**src/rtl/pc_sequencer.sv**
```systemverilog
// -----------------------------------------------------------------------------
// pc_sequencer
//
// Program-counter sequencer at the head of the IF stage. Holds the fetch PC and
// selects the next PC from the sequential increment and from the redirect
// requests. The requests are, in priority order: exception, eret, then branch.
// A redirect that arrives while fetch is stalled is latched in a one-entry
// pending register. It is applied on the first unstalled edge instead of being
// lost.
//
// Optional feature (macro PC_ALIGN_CHECK_EN):
//   When the macro is defined, an applied redirect whose target has bits [1:0]
//   not equal to 0 is replaced by EXC_VECTOR, and align_err pulses for one
//   cycle. When it is undefined, targets pass through unmodified and align_err
//   is tied to 0.
//
// Ports:
//   clock          in   rising-edge clock
//   reset          in   asynchronous, active-high reset
//   stall          in   1 = hold PC this cycle
//   branch_valid   in   taken branch/jump redirect request
//   branch_target  in   branch/jump target
//   eret_valid     in   return-from-exception redirect request
//   eret_target    in   EPC value for eret
//   exc_valid      in   exception redirect request (to EXC_VECTOR)
//   pc             out  current fetch address (registered)
//   pending        out  a redirect is latched, awaiting stall release
//   redirected     out  pc was loaded from a redirect on the last edge
//   align_err      out  misaligned redirect replaced by EXC_VECTOR
// -----------------------------------------------------------------------------
module pc_sequencer #(
    parameter int               WIDTH        = 32,
    parameter logic [WIDTH-1:0] RESET_VECTOR = WIDTH'(32'h0040_0000),
    parameter logic [WIDTH-1:0] EXC_VECTOR   = WIDTH'(32'h0040_0004),
    parameter logic [WIDTH-1:0] STEP         = WIDTH'(4)
) (
    input  logic             clock,
    input  logic             reset,
    input  logic             stall,
    input  logic             branch_valid,
    input  logic [WIDTH-1:0] branch_target,
    input  logic             eret_valid,
    input  logic [WIDTH-1:0] eret_target,
    input  logic             exc_valid,
    output logic [WIDTH-1:0] pc,
    output logic             pending,
    output logic             redirected,
    output logic             align_err
);

    // The encoding order equals the priority order, so a plain magnitude
    // compare decides which request wins.
    typedef enum logic [1:0] {
        CLS_NONE = 2'd0,
        CLS_BR   = 2'd1,
        CLS_ERET = 2'd2,
        CLS_EXC  = 2'd3
    } cls_t;

    cls_t             pend_cls,  pend_cls_d;
    logic [WIDTH-1:0] pend_tgt,  pend_tgt_d;
    logic [WIDTH-1:0] pc_d;
    logic             pending_d;
    logic             redirected_d;
    logic             align_err_d;

    cls_t             live_cls;
    logic [WIDTH-1:0] live_tgt;
    cls_t             apply_cls;
    logic [WIDTH-1:0] apply_tgt;
    logic             take_live;

    // Reduce the live requests to the single highest-priority one.
    always_comb begin
        live_cls = CLS_NONE;
        live_tgt = branch_target;
        if (exc_valid) begin
            live_cls = CLS_EXC;
            live_tgt = EXC_VECTOR;
        end else if (eret_valid) begin
            live_cls = CLS_ERET;
            live_tgt = eret_target;
        end else if (branch_valid) begin
            live_cls = CLS_BR;
        end
    end

    // The live request wins ties against the stored entry. It replaces the
    // entry during a stall and takes precedence at release.
    assign take_live = (live_cls != CLS_NONE) && (live_cls >= pend_cls);

    // Next-state selection.
    always_comb begin
        pc_d         = pc;
        pend_cls_d   = pend_cls;
        pend_tgt_d   = pend_tgt;
        redirected_d = 1'b0;
        align_err_d  = 1'b0;
        apply_cls    = pend_cls;
        apply_tgt    = pend_tgt;

        if (stall) begin
            if (take_live) begin
                pend_cls_d = live_cls;
                pend_tgt_d = live_tgt;
            end
        end else begin
            if (take_live) begin
                apply_cls = live_cls;
                apply_tgt = live_tgt;
            end
            pend_cls_d = CLS_NONE;
            pend_tgt_d = '0;

            if (apply_cls != CLS_NONE) begin
                redirected_d = 1'b1;
                pc_d         = apply_tgt;
`ifdef PC_ALIGN_CHECK_EN
                // EXC_VECTOR is trusted; only external targets are checked.
                if ((apply_cls != CLS_EXC) && (apply_tgt[1:0] != 2'b00)) begin
                    pc_d        = EXC_VECTOR;
                    align_err_d = 1'b1;
                end
`endif
            end else begin
                // Wraps modulo 2^WIDTH without any flag.
                pc_d = pc + STEP;
            end
        end

        pending_d = (pend_cls_d != CLS_NONE);
    end

    // State register: every output is registered.
    always_ff @(posedge clock or posedge reset) begin
        if (reset) begin
            pc         <= RESET_VECTOR;
            pend_cls   <= CLS_NONE;
            pend_tgt   <= '0;
            pending    <= 1'b0;
            redirected <= 1'b0;
        end else begin
            pc         <= pc_d;
            pend_cls   <= pend_cls_d;
            pend_tgt   <= pend_tgt_d;
            pending    <= pending_d;
            redirected <= redirected_d;
        end
    end

`ifdef PC_ALIGN_CHECK_EN
    always_ff @(posedge clock or posedge reset) begin
        if (reset) begin
            align_err <= 1'b0;
        end else begin
            align_err <= align_err_d;
        end
    end
`else
    assign align_err = 1'b0;

    logic unused_align;
    assign unused_align = align_err_d;
`endif

endmodule

```
**config.mk**
```make
export PLATFORM = sky130hd
export DESIGN_NAME = pc_sequencer
export DESIGN_NICKNAME = d
export VERILOG_FILES = /design/src/rtl/pc_sequencer.sv
export SDC_FILE = /design/constraint.sdc
export NUM_CORES = 1
export LEC_CHECK = 0
export BUFFER_PORTS_ARGS = -buffer_cell sky130_fd_sc_hd__clkbuf_2
export CORE_AREA = 2 2 85 87
export CTS_CLUSTER_DIAMETER = 100
export DETAILED_ROUTE_END_ITERATION = 10
export DIE_AREA = 0 0 87 89
export HOLD_SLACK_MARGIN = 0.06
export PLACE_DENSITY = 0.84
export SYNTH_ARGS = -nofsm -noshare
export SYNTH_HDL_FRONTEND = slang
export SYNTH_SLANG_ARGS = --single-unit
export TNS_END_PERCENT = 100
```
**constraint.sdc**
```tcl
create_clock -name clock -period 3.34 [get_ports clock]
set_input_delay 0.334 -clock clock [delete_from_list [all_inputs] [get_ports clock]]
set_output_delay 0.334 -clock clock [all_outputs]
set_load 0.02 [all_outputs]
```
; ---- Word-level counts from Yosys, hierarchy flattened
; Cells that the tools add are included.
[word_totals]
ff_bits = 68
latchBits = 0
ramBits = 0
romBits = 0
input_bits = 70
out_inout_bits = 35
elab_cells = 24
n_memories = 0
[op_classes]
add_sub_neg = 1
mul = 0
n_div = 0
magnitude_cmp = 1
n_eq_ne = 0
shifts = 0
muxes = 13
bitwise_logic = 0
n_reduce_logical = 4
[op_table]
columns = op, count
row1 = $mux W32, 5
row2 = $add A32 B3 Y32 const B, 1
row3 = $mux W2, 5
row4 = $reduce_bool A2 Y1, 3
row5 = $mux W1, 3
row6 = $ge A2 B2 Y1, 1
row7 = $logic_and A1 B1 Y1, 1

; ---- Longest topological paths before layout
; Gate-level depths: netlist of run 1.
[logic_depth]
word_depth = 10
mapped_depth = 11
mapped_depth_nobuf = 7

; ---- Worst setup path after synthesis of run 1
; Ideal clock, no wire load.
[synth_timing]
path_type = input -> register
startpoint = input eret_valid
endpoint = register pc[4]
setup_time_ps = 126
t_arrival_ps = 2381
t_required_ps = 3214
path_slack_ps = 833
stages = 9
n_path_buf = 2
path_cell_list = buf_2 -> buf_2 -> or2_2 -> ha_1 -> or2_2 -> a211o_1 -> or3_1 -> o211ai_1 -> a21oi_1
[synth_between]
elab_chain_len = 8
word_cells_on_any_way = 12
classes_between = 1 x order compare / 8 x mux / 3 x reduce/logical
[synth_rtl]
columns = element, line
row1 = start: declaration, 42  ; input logic eret_valid,
row2 = $mux W2, 80  ; end else if (eret_valid) begin
row3 = $mux W2, 77  ; if (exc_valid) begin
row4 = $ge A2 B2 Y1 / $reduce_bool A2 Y1 (equally long branches), 90  ; assign take_live = (live_cls != CLS_NONE) && (live_cls >= pend_cls);
row5 = $logic_and A1 B1 Y1, 90
row6 = $mux W2, 108  ; if (take_live) begin
row7 = $mux W2, 102  ; if (stall) begin
row8 = $reduce_bool A2 Y1, 115  ; if (apply_cls != CLS_NONE) begin
row9 = $mux W32 (*), 115
row10 = end signal: assignment, 143  ; pc <= pc_d;
row11 = end: declaration, 45  ; output logic [WIDTH-1:0] pc,
; Every way passes the cells marked *; elsewhere a longest branch is shown, timed or not. The select of a mux whose other input is x is not followed.
; A chain may end at the register's enable or synchronous reset.

; ---- Final worst setup path of run 1
[layout_timing]
startpoint = register pend_cls[1]
endpoint = register pc[8]
[layout_between]
elab_chain_len = 6
word_cells_on_any_way = 7
classes_between = 1 x order compare / 4 x mux / 2 x reduce/logical
[layout_rtl]
columns = element, line
row1 = start: declaration, 60  ; cls_t pend_cls, pend_cls_d;
row2 = start signal: assignment, 144  ; pend_cls <= pend_cls_d;
row3 = $ge A2 B2 Y1, 90
row4 = $logic_and A1 B1 Y1, 90
row5 = $mux W2, 108
row6 = $mux W2, 102
row7 = $reduce_bool A2 Y1, 115
row8 = $mux W32 (*), 115
; Marks and branches as above.

==> results of run 1 <==
cells in the final DEF (no fill, tap or decap), types with 3 or more instances in the layout:
cell type,netlist,layout
sky130_fd_sc_hd__nor2_1,49,49
sky130_fd_sc_hd__dfrtp_1,67,67
sky130_fd_sc_hd__clkbuf_8,0,13
sky130_fd_sc_hd__xnor2_1,8,8
sky130_fd_sc_hd__and3_1,6,6
sky130_fd_sc_hd__or2_2,3,3
sky130_fd_sc_hd__inv_1,7,6
sky130_fd_sc_hd__xor2_1,16,16
sky130_fd_sc_hd__nand4_1,14,14
sky130_fd_sc_hd__mux2_2,3,3
sky130_fd_sc_hd__mux2i_1,49,49
sky130_fd_sc_hd__nor4_1,3,3
sky130_fd_sc_hd__a21oi_1,39,39
sky130_fd_sc_hd__bufinv_16,0,3
sky130_fd_sc_hd__a22oi_1,4,4
sky130_fd_sc_hd__nor3_1,34,34
sky130_fd_sc_hd__clkbuf_2,0,103
sky130_fd_sc_hd__nand3_1,11,11
sky130_fd_sc_hd__buf_4,3,5
sky130_fd_sc_hd__nand2_1,7,7
layer usage:
| metal | track usage, % | vias to the layer above | part of all wire, % |
|---|---|---|---|
| met5 | 0 | - | 0 |
| met1 | 31.6 | 1578 | 41 |
| met3 | 6.19 | 17 | 6.9 |
| met2 | 43.7 | 138 | 50 |
| li1 | - | 1567 | - |
| met4 | 8.38 | 0 | 2.0 |
cell type report:
class	count	area [sq um]	share of cell area [%]
multi-input combinational	284	1900	41.5
sequential	68	1700	37.2
timing repair buffer	109	573	12.5
clock buffer	13	179	3.91
tap	80	100	2.19
clock inverter	3	90.1	1.97
inverter	8	30.0	0.657
worst max path at each step:
stage,start,cells past startpoint,end
2_1_floorplan,eret_valid,9,pc[4]$_DFFE_PP0N_
3_3_place_gp,exc_valid,8,pc[8]$_DFFE_PP0N_
3_5_place_dp,exc_valid,8,pc[8]$_DFFE_PP0N_
4_1_cts,pend_cls[1]$_DFF_PP0_,7,pc[8]$_DFFE_PP0N_
5_1_grt,pend_cls[1]$_DFF_PP0_,7,pc[12]$_DFFE_PP0N_
6_report,pend_cls[1]$_DFF_PP0_,7,pc[8]$_DFFE_PP0N_
flip-flops by register name, summed over array words and instances, names as in the netlist:
| signal | count |
|---|---|
| redirected | 1 |
| pend_tgt | 32 |
| pend_cls | 2 |
| pc | 32 |
| pending | 1 |
kinds of logic after synthesis:
group,count (synthesis)
other,1
AOI/OAI and AO/OA,60
and+or+nand+nor,145
DFF,68
buffers and inverters,30
xor gates and xnor gates,24
muxes,52
adders and majority gates,2
where the power goes:
part / switching (uW) / internal (uW) / leakage, uW
Sequential: 144 / 944 / 0.000892
Combinational: 422 / 264 / 0.00119
Clock: 315 / 578 / 0.000136
cells in the mapped netlist, types with 2 or more instances:
cell,instances
sky130_fd_sc_hd__dfrtp_1,67
sky130_fd_sc_hd__mux2i_1,49
sky130_fd_sc_hd__nor2_1,49
sky130_fd_sc_hd__a21oi_1,39
sky130_fd_sc_hd__nor3_1,34
sky130_fd_sc_hd__xor2_1,16
sky130_fd_sc_hd__nand4_1,14
sky130_fd_sc_hd__nand3_1,11
sky130_fd_sc_hd__buf_2,9
sky130_fd_sc_hd__xnor2_1,8
sky130_fd_sc_hd__clkbuf_1,7
sky130_fd_sc_hd__inv_1,7
sky130_fd_sc_hd__nand2_1,7
sky130_fd_sc_hd__and3_1,6
sky130_fd_sc_hd__a22oi_1,4
sky130_fd_sc_hd__buf_4,3
sky130_fd_sc_hd__buf_6,3
sky130_fd_sc_hd__mux2_2,3
sky130_fd_sc_hd__nor4_1,3
sky130_fd_sc_hd__or2_2,3
sky130_fd_sc_hd__a221oi_1,2
sky130_fd_sc_hd__and2_1,2
sky130_fd_sc_hd__and3b_1,2
sky130_fd_sc_hd__and4_1,2
sky130_fd_sc_hd__ha_1,2
sky130_fd_sc_hd__nor2b_1,2
sky130_fd_sc_hd__o21ai_0,2
sky130_fd_sc_hd__o22ai_1,2
through the flow:
step	util, %	total power (uW)	setup slack (ns)
2_1_floorplan	-	1530	0.833
5_1_grt	68.1	2790	0.345
6_report	68.1	2670	0.553
3_5_place_dp	64.1	1780	0.380
3_3_place_gp	64.1	1750	0.503
4_1_cts	68.1	2670	0.544
==> run metrics, run 1 <==
slack of the worst reg-to-reg path=roughly 0.55 ns; cell type contributing the most total cell area after synthesis=sky130_fd_sc_hd__dfrtp_1; clock transition at the registers of the reported paths=around 0.07 ns; routed len/inst=16.7 microns; Cell Pwr Density=between 500 and 600 mW/mm^2; level count of the clock H-tree=3; Async S/R FF share, synth=100%; final estimated routing congestion in global placement=0.855; number of cells in the finished layout apart from fillers=about 570; number of nets still failing antenna checks after routing=0; type of the tightest min-delay check=in -> async; xor/xnor cell area share of the yosys netlist=under 10%; highest clock frequency the design can meet=between 300 and 400 MHz; die width=between 80 and 90 microns; Synth Area per Inst=slightly below 10 sq um; site row count=30; total inserted antenna cells=0; count of flip-flops with a built-in enable after synthesis=0; Num CTS Buffers=9; total global-route track usage=25.4%; area fraction in compound gates after synthesis=under 10%; number of antenna violations at the first check in global routing=0; maximum vdd drop=0.000409 V; reg2reg start=pend_cls[1]$_DFF_PP0_; final WL=9450 microns; Worst-Margin Slew=roughly 1.2 ns; hold buffer count at CTS=0; critical-path cell list=inv_1 -> ha_1 -> o311ai_4 -> buf_4 -> nor3_1 -> a21oi_1 -> mux2i_1; reg2reg path depth=7; post-route clock period utilization=around 83%; share of final-layout standard cells stronger than drive strength 1=between 20% and 30%; crit path buf inv count=2; area added between synthesis and finish=22.2%; final HPWL from detailed placement=6430 microns; worst slew slack as a fraction of its limit=17.6%; leading register cell type out of synthesis=sky130_fd_sc_hd__dfrtp_1; sequential element share of the synthesized area=a little under half; flops & latches, synth=68; fillers=~540; cell area after synthesis=0.00374 sq mm; Area after DPL=0.00430 sq mm; Yosys cell types=between 50 and 60; status=finished clean; standard cell core area=roughly 0.0067 sq mm; DRC violations left=0; Adder-Cell Fraction of Synth Area=0.669%; endpoint type of the worst setup path=flip-flop; time the worst path needs with I/O delays and setup=approximately 2.8 ns; Max FO, Critical Path=31; cell leakage power=approximately 0.0022 uW; first-pass GRT wire length=roughly 15000 microns; Synthesized Nets=between 400 and 500; terminus of the critical flop-to-flop path=pc[8]$_DFFE_PP0N_; total number of yosys warnings=0; signal arrival time at the worst endpoint=about 3.0 ns; count of endpoints failing setup in the final report=0; post-synthesis instance total=about 380; required time at the endpoint of the critical path=between 3 and 4 ns; Post-CTS Resized=0; maximum number of pins on one net before global-route repair=39; gr ovfl total=0; cells taking the most area after synthesis=sky130_fd_sc_hd__dfrtp_1 45%, sky130_fd_sc_hd__mux2i_1 13%, sky130_fd_sc_hd__a21oi_1 5.2%; effective utilization at floorplan=between 50 and 60%; largest stage delay on the critical path=roughly 1.1 ns; DR pass1 iterations=4; placed cells=about 550; RSZ-0062 raised after global routing=false; multiplexer area fraction after synthesis=between 10 and 15%; clock tree from TritonCTS=done; via/cell ratio=just under 6; clock insertion delay at the later pin of the skew report=~0.35 ns; fin nets=around 550; Finished Cell Area=0.00457 sq mm; final number of max-transition violations=0; DRT iter0 DRCs=approximately 230; number of top-level pins=105; final sum of negative setup slack=0 ns; kind of critical path=reg -> reg; Simple-Gate Fraction of Synth Area=about a fifth; number of global-route vias before repair=3319; Hold Worst Slack=roughly 0.085 ns; buffer count from post-CTS setup fixing=0; largest family of logic cells by synthesized area=simple AND/OR/NAND/NOR gates; clock tree sinks=68; final count of hold timing violations=0; critical path launch point type=flip-flop; maximum count of clock buffers along a single path=2; clock root buffer=sky130_fd_sc_hd__clkbuf_8; vias post-DR=3300; die boundary height=about 90 microns; overall die area=~0.0077 sq mm; critical path's slowest cell=sky130_fd_sc_hd__o311ai_4; final setup skew=around 0.0055 ns; gate family responsible for the most delay along the worst path=compound AO/OA/AOI/OAI gates; max capacitance violation total=0; top cell type's share of synthesized area=between 40 and 50%; Port Buf Inserts=between 100 and 150
No activity file was read; power rests on OpenSTA's default activity.
==> run 2, diff against run 1 <==
--- a/config.mk
+++ b/config.mk
@@ -6,12 +6,12 @@
 export NUM_CORES = 1
 export LEC_CHECK = 0
 export BUFFER_PORTS_ARGS = -buffer_cell sky130_fd_sc_hd__clkbuf_2
-export CORE_AREA = 2 2 85 87
+export CORE_AREA = 2 2 88 90
 export CTS_CLUSTER_DIAMETER = 100
 export DETAILED_ROUTE_END_ITERATION = 10
-export DIE_AREA = 0 0 87 89
+export DIE_AREA = 0 0 90 92
 export HOLD_SLACK_MARGIN = 0.06
-export PLACE_DENSITY = 0.84
+export PLACE_DENSITY = 0.79
 export SYNTH_ARGS = -nofsm -noshare
 export SYNTH_HDL_FRONTEND = slang
 export SYNTH_SLANG_ARGS = --single-unit
==> constraint.sdc (replaced) <==
create_clock -name clock -period 2.6 [get_ports clock]
set_input_delay 0.26 -clock clock [delete_from_list [all_inputs] [get_ports clock]]
set_output_delay 0.26 -clock clock [all_outputs]
set_load 0.02 [all_outputs]
==> run 2 against run 1 <==
Effect of this change:
- via count down 2.3%
- sequential share of layout area down 0.061 points
- combinational power up 29%
- power up 23%
- critical endpoint is now pc[2]$_DFFE_PP0N_
- global-route usage down 3.0 points
- critical path depth down 1
==> run metrics, run 2 (synthesis results as in run 1) <==
die width=90 microns (was 87 microns); buffer count from post-CTS setup fixing=0 (unchanged); DRT iter0 DRCs=189 (was 232); crit path buf inv count=1 (was 2); clock tree from TritonCTS=done (unchanged); maximum vdd drop=0.000379 V (was 0.000409 V); DRC violations left=0 (unchanged); total inserted antenna cells=0 (unchanged); gr ovfl total=0 (unchanged); final count of hold timing violations=0 (unchanged); Port Buf Inserts=103 (unchanged); endpoint type of the worst setup path=flip-flop (unchanged); Sequential Area=0.00170 sq mm (unchanged); routed len/inst=15.1 microns (was 16.7 microns); commonest non-fill, non-tap cells in the layout=103 x sky130_fd_sc_hd__clkbuf_2, 67 x sky130_fd_sc_hd__dfrtp_1, 49 x sky130_fd_sc_hd__mux2i_1, 49 x sky130_fd_sc_hd__nor2_1, 39 x sky130_fd_sc_hd__a21oi_1 (unchanged); effective utilization at floorplan=50.2% (was 55.7%); total global-route track usage=22.4% (was 25.4%); critical path launch point type=flip-flop (unchanged); signal arrival time at the worst endpoint=2.55 ns (was 3.01 ns); die boundary height=92 microns (was 89 microns); registers with the highest flip-flop counts=pc (32), pend_tgt (32), pend_cls (2) (unchanged); area occupied by multi-input gates=0.00190 sq mm (about the same); final WL=8890 microns (was 9450 microns); status=finished clean (unchanged); first-pass GRT wire length=15000 microns (was 15400 microns); final sum of negative setup slack=0 ns (unchanged); DR pass1 iterations=4 (unchanged); routed wire length on met3=541 microns (was 651 microns); cell leakage power=0.00220 uW (was 0.00222 uW); top sig layer=met4 (unchanged); required time at the endpoint of the critical path=2.84 ns (was 3.56 ns); overall die area=0.00828 sq mm (was 0.00774 sq mm); vias post-DR=3223 (was 3300); clock tree sinks=68 (unchanged); final setup skew=0.0112 ns (was 0.00552 ns); kind of critical path=reg -> reg (unchanged); site row count=32 (was 30); gate family responsible for the most delay along the worst path=compound AO/OA/AOI/OAI gates (unchanged); largest stage delay on the critical path=0.45 ns (was 1.05 ns); share of final-layout standard cells stronger than drive strength 1=29.4% (was 29.1%); count of endpoints failing setup in the final report=0 (unchanged); Worst-Margin Slew=0.868 ns (was 1.23 ns); critical-path cell list=inv_1 -> ha_1 -> or2_2 -> a211oi_4 -> nor2_2 -> a221o_1 (was inv_1 -> ha_1 -> o311ai_4 -> buf_4 -> nor3_1 -> a21oi_1 -> mux2i_1); Metal-1 WL=3900 microns (was 3880 microns); final estimated routing congestion in global placement=0.820 (was 0.855); commonest non-fill, non-tap cell in the layout=sky130_fd_sc_hd__clkbuf_2 (unchanged); clock insertion delay at the later pin of the skew report=0.35 ns (about the same); highest clock frequency the design can meet=433 MHz (was 359 MHz); maximum number of pins on one net before global-route repair=69 (was 39); Post-CTS Resized=0 (unchanged); post-route clock period utilization=88.9% (was 83.4%); Cell Pwr Density=718 mW/mm^2 (was 583 mW/mm^2); number of global-route vias before repair=3186 (was 3319); Met2 Routed Length=4280 microns (was 4720 microns); fillers=656 (was 544); max capacitance violation total=0 (unchanged); worst slew slack as a fraction of its limit=42.1% (was 17.6%); number of antenna violations at the first check in global routing=0 (unchanged); Num CTS Buffers=9 (unchanged); fin nets=554 (was 552); clock transition at the registers of the reported paths=0.08 ns (was 0.07 ns); Max FO, Critical Path=15 (was 31); maximum count of clock buffers along a single path=2 (unchanged); time the worst path needs with I/O delays and setup=2.31 ns (was 2.79 ns); final number of max-transition violations=0 (unchanged); standard cell core area=0.00745 sq mm (was 0.00672 sq mm); final HPWL from detailed placement=6140 microns (was 6430 microns); RSZ-0062 raised after global routing=false (unchanged); number of top-level pins=105 (unchanged); critical path's slowest cell=sky130_fd_sc_hd__dfrtp_1 (was sky130_fd_sc_hd__o311ai_4); hold buffer count at CTS=0 (unchanged); area added between synthesis and finish=22.4% (was 22.2%); type of the tightest min-delay check=in -> async (unchanged); number of nets still failing antenna checks after routing=0 (unchanged); overall power of the completed layout=3290 uW (was 2670 uW); level count of the clock H-tree=3 (unchanged); via/cell ratio=5.47 (was 5.84); clock root buffer=sky130_fd_sc_hd__clkbuf_8 (unchanged)
-- run 2: changes by cell type in the layout (fill, tap and decap cells not counted), sizes merged --
cell / previous run / this run
clkinv: 0 / 1
nor2: 50 / 51
clkbuf: 116 / 114
buf: 6 / 7
bufinv: 3 / 2
clkinvlp: 0 / 2
-- run 2: tightest hold or removal path: cells and delay by family --
kind                   cells  cell delay [ns]
buffers and inverters      3             0.76
-- run 2: final timing paths --
kind | startpoint | endpoint | slack, ns | cells after the start
setup / recovery | pend_cls[1]$_DFF_PP0_ | pc[2]$_DFFE_PP0N_ | 0.29 | 6
hold / removal | reset | pend_cls[0]$_DFF_PP0_ | 0.14 | 3
setup reg to reg | pend_cls[1]$_DFF_PP0_ | pc[2]$_DFFE_PP0N_ | 0.29 | 6
hold reg to reg | pend_tgt[26]$_DFF_PP0_ | pend_tgt[26]$_DFF_PP0_ | 0.51 | 2
max in group asynchronous | reset | pend_tgt[12]$_DFF_PP0_ | 1.92 | 3
min in group clock | eret_target[22] | pend_tgt[22]$_DFF_PP0_ | 0.31 | 5
-- run 2: power by group --
part / internal [uW] / leakage, uW / total [uW] / switching (uW)
clock: 594 / 0.000112 / 1020 / 423
combinational: 346 / 0.00120 / 884 / 539
sequential: 1210 / 0.000892 / 1390 / 178
-- run 2: metrics by stage --
step | setup slack, ns | hold slack (ns) | instance area, sq um | instances | utilization [%]
after CTS | 0.126 | 0.169 | 4570 | 588 | 61.4
after detailed placement | 0.0207 | 0.502 | 4340 | 572 | 58.3
final | 0.290 | 0.135 | 4580 | 589 | 61.5
after global placement | 0.112 | 0.490 | 4340 | 572 | 58.3
after floorplan | 0.167 | 0.466 | 3740 | 382 | -
after global routing | 0.195 | 0.220 | 4580 | 589 | 61.5
-- run 2: routing by layer --
metal / GRT usage [%] / vias to the layer above
met2: 35.8 / 97
met3: 5.92 / 18
met1: 29.3 / 1522
met4: 8.72 / 0
met5: 0 / -
li1: - / 1586
-- run 2: cell type report --
type                    instances  area share, %
clock buffers                  11           3.31
clock inverters                 5           1.83
repair buffers                110           12.7
well taps                     102           2.79
flip-flops and latches         68           37.2
inverters                       8          0.656
multi-input cells             285           41.6
